File: config.mk
export PLATFORM = sky130hd
export DESIGN_NAME = vend_coin_feeder_flat
export DESIGN_NICKNAME = d
export VERILOG_FILES = /design/src/rtl/vend_coin_feeder_if.sv /design/src/rtl/vend_coin_feeder.sv /design/src/flat_wrapper.sv
export SDC_FILE = /design/constraint.sdc
export NUM_CORES = 1
export LEC_CHECK = 0
export CAP_MARGIN = 20
export CELL_PAD_IN_SITES_DETAIL_PLACEMENT = 0
export CELL_PAD_IN_SITES_GLOBAL_PLACEMENT = 1
export CORE_ASPECT_RATIO = 1.1
export CORE_MARGIN = 2
export CORE_UTILIZATION = 42
export CTS_CLUSTER_DIAMETER = 200
export DETAILED_ROUTE_END_ITERATION = 8
export PLACE_DENSITY = 0.87
export SLEW_MARGIN = 20
export SYNTH_ARGS = -nofsm -noshare
export SYNTH_HDL_FRONTEND = slang
export SYNTH_SLANG_ARGS = --single-unit
File: constraint.sdc
create_clock -name clk -period 4.9 [get_ports clk]
set_input_delay 0.49 -clock clk [delete_from_list [all_inputs] [get_ports clk]]
set_output_delay 0.49 -clock clk [all_outputs]
set_load 0.03 [all_outputs]
File: src/rtl/vend_coin_feeder_if.sv
// Coin-feeder bus: plan load, abort, vending responses
// and the coin bus / monitor results.
interface vend_coin_feeder_if #(
  parameter int CW = 4
);
  logic          start;
  logic [CW-1:0] n_five;
  logic [CW-1:0] n_ten;
  logic          five_first;
  logic          abort;
  logic          dispense;
  logic          chg5;
  logic [1:0]    coin;
  logic          busy;
  logic          done;
  logic [CW:0]   items;
  logic [CW:0]   changes;

  modport master (
    output start, n_five, n_ten, five_first, abort,
    output dispense, chg5,
    input  coin, busy, done, items, changes
  );

  modport slave (
    input  start, n_five, n_ten, five_first, abort,
    input  dispense, chg5,
    output coin, busy, done, items, changes
  );
endinterface

File: src/rtl/vend_coin_feeder.sv
// Coin-side transmitter for the vending FSM: plays a
// payment plan onto the coin bus and counts responses.
module vend_coin_feeder #(
  parameter int CW  = 4,
  parameter int GAP = 1
) (
  input  logic              clk,
  input  logic              reset,
  vend_coin_feeder_if.slave bus
);

  typedef enum logic [2:0] {
    S_IDLE,
    S_COIN,
    S_GAP,
    S_DRAIN,
    S_DONE
  } state_t;

  localparam logic [3:0] LP_GAP_LAST = 4'(GAP - 1);

  state_t        r_state;
  logic [CW-1:0] r_five;
  logic [CW-1:0] r_ten;
  logic          r_ff;
  logic [1:0]    r_coin;
  logic [3:0]    r_gap;
  logic [CW:0]   r_items;
  logic [CW:0]   r_changes;

  state_t        w_nxt;
  logic [CW-1:0] w_five_nxt;
  logic [CW-1:0] w_ten_nxt;
  logic          w_ff_nxt;
  logic [1:0]    w_coin_nxt;
  logic [3:0]    w_gap_nxt;
  logic [CW:0]   w_items_nxt;
  logic [CW:0]   w_changes_nxt;
  logic [CW-1:0] w_src_five;
  logic [CW-1:0] w_src_ten;
  logic          w_src_ff;
  logic          w_use_five;
  logic          w_busy;

  assign w_busy = (r_state == S_COIN) ||
                  (r_state == S_GAP)  ||
                  (r_state == S_DRAIN);

  // Coin choice reads the live inputs when a plan is being
  // loaded and the latched counters otherwise.
  always_comb begin
    w_src_five = r_five;
    w_src_ten  = r_ten;
    w_src_ff   = r_ff;
    if (r_state == S_IDLE) begin
      w_src_five = bus.n_five;
      w_src_ten  = bus.n_ten;
      w_src_ff   = bus.five_first;
    end
    w_use_five = w_src_ff ? (w_src_five != '0)
                          : (w_src_ten == '0);
  end

  // Next-state, next-coin and response monitor.
  always_comb begin
    w_nxt         = r_state;
    w_five_nxt    = r_five;
    w_ten_nxt     = r_ten;
    w_ff_nxt      = r_ff;
    w_coin_nxt    = 2'b00;
    w_gap_nxt     = r_gap;
    w_items_nxt   = r_items;
    w_changes_nxt = r_changes;

    if (w_busy && bus.dispense && !(&r_items))
      w_items_nxt = r_items + 1'b1;
    if (w_busy && bus.chg5 && !(&r_changes))
      w_changes_nxt = r_changes + 1'b1;

    unique case (r_state)
      S_IDLE: begin
        if (bus.start) begin
          w_five_nxt    = bus.n_five;
          w_ten_nxt     = bus.n_ten;
          w_ff_nxt      = bus.five_first;
          w_items_nxt   = '0;
          w_changes_nxt = '0;
          if (bus.n_five == '0 && bus.n_ten == '0) begin
            w_nxt = S_DONE;
          end else begin
            w_nxt = S_COIN;
            if (w_use_five) begin
              w_coin_nxt = 2'b01;
              w_five_nxt = w_src_five - CW'(1);
            end else begin
              w_coin_nxt = 2'b10;
              w_ten_nxt  = w_src_ten - CW'(1);
            end
          end
        end
      end
      S_COIN: begin
        if (r_five != '0 || r_ten != '0) begin
          w_nxt     = S_GAP;
          w_gap_nxt = '0;
        end else begin
          w_nxt = S_DRAIN;
        end
      end
      S_GAP: begin
        if (r_gap == LP_GAP_LAST) begin
          w_nxt = S_COIN;
          if (w_use_five) begin
            w_coin_nxt = 2'b01;
            w_five_nxt = w_src_five - CW'(1);
          end else begin
            w_coin_nxt = 2'b10;
            w_ten_nxt  = w_src_ten - CW'(1);
          end
        end else begin
          w_gap_nxt = r_gap + 4'd1;
        end
      end
      S_DRAIN: w_nxt = S_DONE;
      S_DONE:  w_nxt = S_IDLE;
      default: w_nxt = S_IDLE;
    endcase

    if (w_busy && bus.abort) begin
      w_nxt      = S_IDLE;
      w_coin_nxt = 2'b00;
    end
  end

  // State, plan counters, coin bus and monitor registers.
  always_ff @(posedge clk) begin
    if (reset) begin
      r_state   <= S_IDLE;
      r_five    <= '0;
      r_ten     <= '0;
      r_ff      <= 1'b0;
      r_coin    <= 2'b00;
      r_gap     <= '0;
      r_items   <= '0;
      r_changes <= '0;
    end else begin
      r_state   <= w_nxt;
      r_five    <= w_five_nxt;
      r_ten     <= w_ten_nxt;
      r_ff      <= w_ff_nxt;
      r_coin    <= w_coin_nxt;
      r_gap     <= w_gap_nxt;
      r_items   <= w_items_nxt;
      r_changes <= w_changes_nxt;
    end
  end

  assign bus.coin    = r_coin;
  assign bus.busy    = w_busy;
  assign bus.done    = (r_state == S_DONE);
  assign bus.items   = r_items;
  assign bus.changes = r_changes;

endmodule

File: src/flat_wrapper.sv
// flat-port wrapper written by rule: the top's interface ports become plain ports
module vend_coin_feeder_flat 
#(
  parameter int CW  = 4,
  parameter int GAP = 1
)
  (clk, reset, bus_start, bus_n_five, bus_n_ten, bus_five_first, bus_abort, bus_dispense, bus_chg5, bus_coin, bus_busy, bus_done, bus_items, bus_changes);
  vend_coin_feeder_if #(.CW(CW)) bus_i ();
  input  logic clk;
  input  logic reset;
  input wire logic [$bits(bus_i.start)-1:0] bus_start;
  input wire logic [$bits(bus_i.n_five)-1:0] bus_n_five;
  input wire logic [$bits(bus_i.n_ten)-1:0] bus_n_ten;
  input wire logic [$bits(bus_i.five_first)-1:0] bus_five_first;
  input wire logic [$bits(bus_i.abort)-1:0] bus_abort;
  input wire logic [$bits(bus_i.dispense)-1:0] bus_dispense;
  input wire logic [$bits(bus_i.chg5)-1:0] bus_chg5;
  output wire logic [$bits(bus_i.coin)-1:0] bus_coin;
  output wire logic [$bits(bus_i.busy)-1:0] bus_busy;
  output wire logic [$bits(bus_i.done)-1:0] bus_done;
  output wire logic [$bits(bus_i.items)-1:0] bus_items;
  output wire logic [$bits(bus_i.changes)-1:0] bus_changes;
  assign bus_i.start = bus_start;
  assign bus_i.n_five = bus_n_five;
  assign bus_i.n_ten = bus_n_ten;
  assign bus_i.five_first = bus_five_first;
  assign bus_i.abort = bus_abort;
  assign bus_i.dispense = bus_dispense;
  assign bus_i.chg5 = bus_chg5;
  assign bus_coin = bus_i.coin;
  assign bus_busy = bus_i.busy;
  assign bus_done = bus_i.done;
  assign bus_items = bus_i.items;
  assign bus_changes = bus_i.changes;
  vend_coin_feeder #(.CW(CW), .GAP(GAP)) u_core (.clk(clk), .reset(reset), .bus(bus_i));
endmodule
==> results.yml, run 1 <==
timing:
  rsz0062_at_grt: "false"
  finClkSkew_ps: 10.68
  max_freq_mhz: 294.2
  tns_ps: 0
  finalCritPeriodShare_pct: 69.38
  hold_violations: 0
  finalCriticalPeriod_ps: 3400
  slew_viol_final: 0
  slew_headroom_pct: 33.87
  max_slew.worst_pin.slew_ps: 986.6
  setup_viol: 0
final_layout:
  diodes: 0
  drive_above_1_share_pct: 6.278
  fillers: 400
  multi_input_area_um2: 1095
  syn2layout_area_growth_pct: 20.45
  final_nets: 247
  instances_no_fill: 275
  final_common_cell: "nor2_1"
  regArea_um2: 560.5
  layout_common_cells: "nor2_1 (37), clkdlybuf4s50_1 (28), dfxtp_1 (28)"
logic_synthesis:
  synth_cell_types: 43
  synth_cells: 200
  yosys.area.top_type_share_pct: 32.72
  synth_area_per_cell_um2: 8.564
  synth_flop_cell: "dfxtp_1"
  yosysWarnings: 0
  synth_area_leaders: "dfxtp_1 (33%), nor2_1 (8.1%), mux2i_1 (6.4%)"
  syn_nets: 223
  netlist_area_um2: 1713
  synth_edf_count: 0
  async_flop_share_pct: 0
  yosysSeqAreaShare_pct: 32.72
  ys_seq_elements: 28
  synth_top_area_cell: "dfxtp_1"
global_route:
  grt_pass1_wl_um: 6589
  antenna_found_initial: 0
  track_usage_pct: 18.05
  grt_pass1_vias: 1459
  grt_remaining_overflow: 0
  grt_max_degree: 17
route:
  wl_per_cell_um: 14.24
  num_vias: 1526
  wl_um: 3917
  dr.first_iter.drc_count: 121
  viasPerCell: 5.549
  drc: 0
  firstDrtPassIters: 4
  drtAntennaViolNets: 0
critical_path:
  start_kind: "flop"
  worstPathMaxFanout: 13
  cp_slowest_stage_delay_ps: 840
  crit_arrival_ps: 3580
  crit_slowest_cell: "nor3_2"
  critical_path_class: "reg2reg"
  cp.required_ps: 5080
  crit_path_end_kind: "flop"
  r2r_slack_ps: 1500
  path_cells: "nor3_2, mux2i_1, ha_1, nor3b_1, o32ai_2, o22ai_1, a211oi_1, a2111oi_2"
place:
  dp_cells: 271
  io_buffers: 28
  place.gp.congestion: 0.8433
  dpl.hpwl_um: 3024
floorplanning:
  std_cell_rows: 24
  fp.dieW_um: 64.89
  pin_count: 29
  core_region_area_um2: 3934
  initial_core_util_pct: 43.54
  die_h_um: 70.98
  die_area_um2: 4606
power_and_ir_drop:
  power_leakage_nw: 0.7525
  power_density_nw_per_um2: 266.6
  vdd_ir_drop_max_uv: 134.6
run_status:
  status: "finished clean"
flow_run:
  cap_violations: 0
cts:
  cts_resized: 0
  cts_buffers: 3
  cts.htree.levels: 1
  clk_path_buf_depth: 2
  clk_pin_slew_ps: 100
  cts_num_sinks: 28
  clkLatencyLatePin_ps: 280
  cts_tree: "yes"
  cts_hold_buf: 0
  cts_root_buffer: "clkbuf_8"
  cts_setup_buffers: 0
min_path:
  holdCritPathClass: "reg2reg"
[sequential cells by signal, summed over array words and instances (netlist names)]
register            cells
u_core.bus.changes      5
u_core.r_ff             1
u_core.bus.items        5
u_core.r_five           4
u_core.r_state          3
u_core.r_gap            4
u_core.r_ten            4
u_core.bus.coin         2
[worst paths after layout]
| check | from | endpoint | depth (start not counted) |
|---|---|---|---|
| worst max-delay path | u_core.r_state[0] | u_core.r_five[1] | 8 |
| worst min register to register | u_core.r_ff | u_core.r_ff | 2 |
| worst max register to register | u_core.r_state[0] | u_core.r_five[1] | 8 |
| worst min-delay path | u_core.r_ff | u_core.r_ff | 2 |
[per-layer routing]
metal  vias up  wire (µm)  track usage (%)  share of wire [%]
li1        773          -                -                  -
met1       720       1759            22.43                 45
met2        31       1985            32.30                 51
met3         2        156            3.021                4.0
met4         0         16            4.255               0.41
met5         -          0                0                  0
[cell families (layout without fill, tap and decap cells)]
| group | after synthesis | count (layout) | share of synthesized area (%) |
|---|---|---|---|
| AO/OA/AOI/OAI | 35 | 35 | 16.58 |
| XOR/XNOR | 13 | 13 | 6.647 |
| adder cells (fa/ha/maj) | 8 | 8 | 5.844 |
| buffers and inverters | 11 | 34 | 3.360 |
| flip-flops | 28 | 28 | 32.72 |
| multiplexers | 11 | 11 | 6.428 |
| AND/OR/NAND/NOR | 94 | 94 | 28.41 |
[synth_stat cells, types with 4 or more instances]
master / number
a21oi_1: 6
dfxtp_1: 28
mux2i_1: 11
nand2_1: 13
xor2_1: 6
nor4_1: 4
nor2_1: 37
nor3_1: 9
clkbuf_1: 5
a211oi_1: 7
ha_1: 8
nand3_1: 6
xnor2_1: 7
[through the flow]
stage               total power (W)  setup WS (ps)  util (%)  hold slack, ps  cell area [µm²]
floorplan                 0.0003709           2163         -           460.2             1713
global placement          0.0004116           1650     51.05           497.9             2008
detailed placement        0.0004122           1528     51.05           496.4             2008
CTS                       0.0005547           1524     52.45           509.9             2063
global route              0.0005820           1195     52.45           537.3             2063
finish                    0.0005500           1500     52.45           509.7             2063
[worst max-delay path: cells and delay by family (launching register included)]
kind / cells / cell delay, ps
AO/OA/AOI/OAI: 4 / 1220
adder cells (fa/ha/maj): 1 / 230
flip-flops: 1 / 410
multiplexers: 1 / 320
AND/OR/NAND/NOR: 2 / 1110
[report_power, final]
part | switching [W] | internal, W | total [W]
clock network | 0.0000710 | 0.0000719 | 0.000143
registers | 0.0000147 | 0.000241 | 0.000256
logic | 0.0000847 | 0.0000669 | 0.000152
[cell type report]
cell class	count	share of cell area, %
multi-input combinational	161	53.06
sequential	28	27.17
timing repair buffer	28	13.58
tap	52	3.153
clock buffer	4	2.668
inverter	2	0.3639
No activity file was read; power rests on OpenSTA's default activity.
==> inputs of run 2 (changes only) <==
Settings changed: CORE_UTILIZATION 42 to 39, PLACE_DENSITY 0.87 to 0.81.
Clock period 4.9 ns to 3.4 ns, I/O delays scaled along.
==> run 2 against run 1 <==
Net effect:
- via count is essentially flat
- register-to-register slack lost 900 ps
- flip-flop and latch count is the same
- clock skew shrank 1.3 ps
- final cell count grew 1.8%
- largest power group unchanged
- first-iteration DRC count shrank 54%
- core utilization shrank 3.4 points
- critical path type unchanged
- sequential share of layout area shrank 0.33 points
- critical path depth grew 2
==> results.yml, run 2 (synthesis results as in run 1) <==
critical_path:
  worstReg2RegEnd: "u_core.r_five[1]"
  start_kind: "flop"
  critical_path_class: "reg2reg"
  r2r_slack_ps: 600
  reg2regPathDepth: 10
  cp.required_ps: 3590
  worstPathMaxFanout: 13
  crit_path_end_kind: "flop"
  crit_arrival_ps: 3000
  r2r-start: "u_core.r_state[0]"
cts:
  clk_pin_slew_ps: 110
  cts_resized: 0
  clk_path_buf_depth: 2
  cts_buffers: 3
  cts_root_buffer: "clkbuf_8"
  cts_setup_buffers: 0
  cts.htree.levels: 1
  clkLatencyLatePin_ps: 290
  cts_num_sinks: 28
  cts_hold_buf: 0
  cts_tree: "yes"
final_layout:
  layout_common_cells: "nor2_1 (37), clkdlybuf4s50_1 (28), dfxtp_1 (28)"
  final_common_cell: "nor2_1"
  final_nets: 250
  drive_above_1_share_pct: 7.522
  regArea_um2: 560.5
  final_cell_area_um2: 2088
  syn2layout_area_growth_pct: 21.91
  fillers: 446
  multi_input_area_um2: 1095
  diodes: 0
global_route:
  antenna_found_initial: 0
  grt_max_degree: 17
  grt_pass1_wl_um: 6706
  grt_pass1_vias: 1438
  track_usage_pct: 17.65
  grt_remaining_overflow: 0
timing:
  max_slew.worst_pin.slew_ps: 760.7
  slew_viol_final: 0
  max_freq_mhz: 356.6
  rsz0062_at_grt: "false"
  finalCritPeriodShare_pct: 82.48
  whs_ps: 501.1
  slew_headroom_pct: 48.82
  hold_violations: 0
  setup_viol: 0
  finClkSkew_ps: 9.432
  tns_ps: 0
  finalCriticalPeriod_ps: 2804
route:
  drc: 0
  wl_per_cell_um: 14.24
  num_vias: 1525
  drtAntennaViolNets: 0
  viasPerCell: 5.446
  wl_um: 3986
  firstDrtPassIters: 4
  dr.first_iter.drc_count: 56
floorplanning:
  die_h_um: 73.51
  std_cell_rows: 25
  die_area_um2: 4939
  pin_count: 29
  fp.dieW_um: 67.19
  core_region_area_um2: 4254
  initial_core_util_pct: 40.26
min_path:
  hold_end: "u_core.r_ff"
  holdCritPathClass: "reg2reg"
  min_from: "u_core.r_ff"
  hold_depth: 2
place:
  dpl.hpwl_um: 2969
  place.gp.congestion: 0.7881
  io_buffers: 28
  dpl-instance-area_um2: 2033
flow_run:
  cap_violations: 0
power_and_ir_drop:
  power_density_nw_per_um2: 390.0
  vdd_ir_drop_max_uv: 175.6
  power_leakage_nw: 0.7665
run_status:
  status: "finished clean"
-- run 2: changes by cell type in the layout (fill, tap and decap cells not counted) --
cell,before,now
buf_4,0,3
-- run 2: stage by stage --
stage | utilization (%) | worst slack (ps) | cells | power [W]
6_report | 49.09 | 595.8 | 280 | 0.0008144
5_1_grt | 49.09 | 340.8 | 280 | 0.0008564
4_1_cts | 49.09 | 606.9 | 280 | 0.0008218
3_5_place_dp | 47.79 | 624.1 | 276 | 0.0006009
3_3_place_gp | 47.79 | 656.9 | 276 | 0.0006006
2_1_floorplan | - | 662.5 | 200 | 0.0005346
-- run 2: worst max path at each step --
stage / startpoint / endpoint / cells past startpoint
2_1_floorplan: u_core.r_state[2] / u_core.r_ten[0] / 11
3_3_place_gp: u_core.r_state[0] / u_core.r_ten[0] / 9
3_5_place_dp: u_core.r_state[0] / u_core.r_five[1] / 10
4_1_cts: u_core.r_state[0] / u_core.r_five[1] / 10
5_1_grt: u_core.r_state[0] / u_core.r_five[1] / 10
6_report: u_core.r_state[0] / u_core.r_five[1] / 10
-- run 2: final cells by class --
class                   instances  area share [%]
inverters                       2          0.3595
well taps                      54           3.235
multi-input cells             161           52.43
flip-flops and latches         28           26.84
clock buffers                   4           2.636
repair buffers                 31           14.50
-- run 2: layer usage --
layer	part of all wire (%)	up-vias	global-route usage [%]
met2	47	26	29.04
met3	3.5	5	2.910
met5	0	-	0
met4	1.3	0	5.896
li1	-	781	-
met1	48	713	23.32
-- run 2: where the power goes --
part	total [W]	switching, W	internal, W	leakage [nW]
clock	0.000220	0.000116	0.000104	0.0288
sequential	0.000369	0.0000216	0.000347	0.228
combinational	0.000225	0.000124	0.000101	0.509
total	0.000814	0.000262	0.000553	0.766
-- run 2: worst max-delay path, cell delays in order, from the launching register on --
cell	delay, ps
dfxtp_1	420
nor3_2	200
buf_4	240
mux2i_1	260
ha_1	230
nor3b_1	260
o32ai_2	170
o22ai_1	370
buf_4	210
a211oi_1	70
a2111oi_2	270
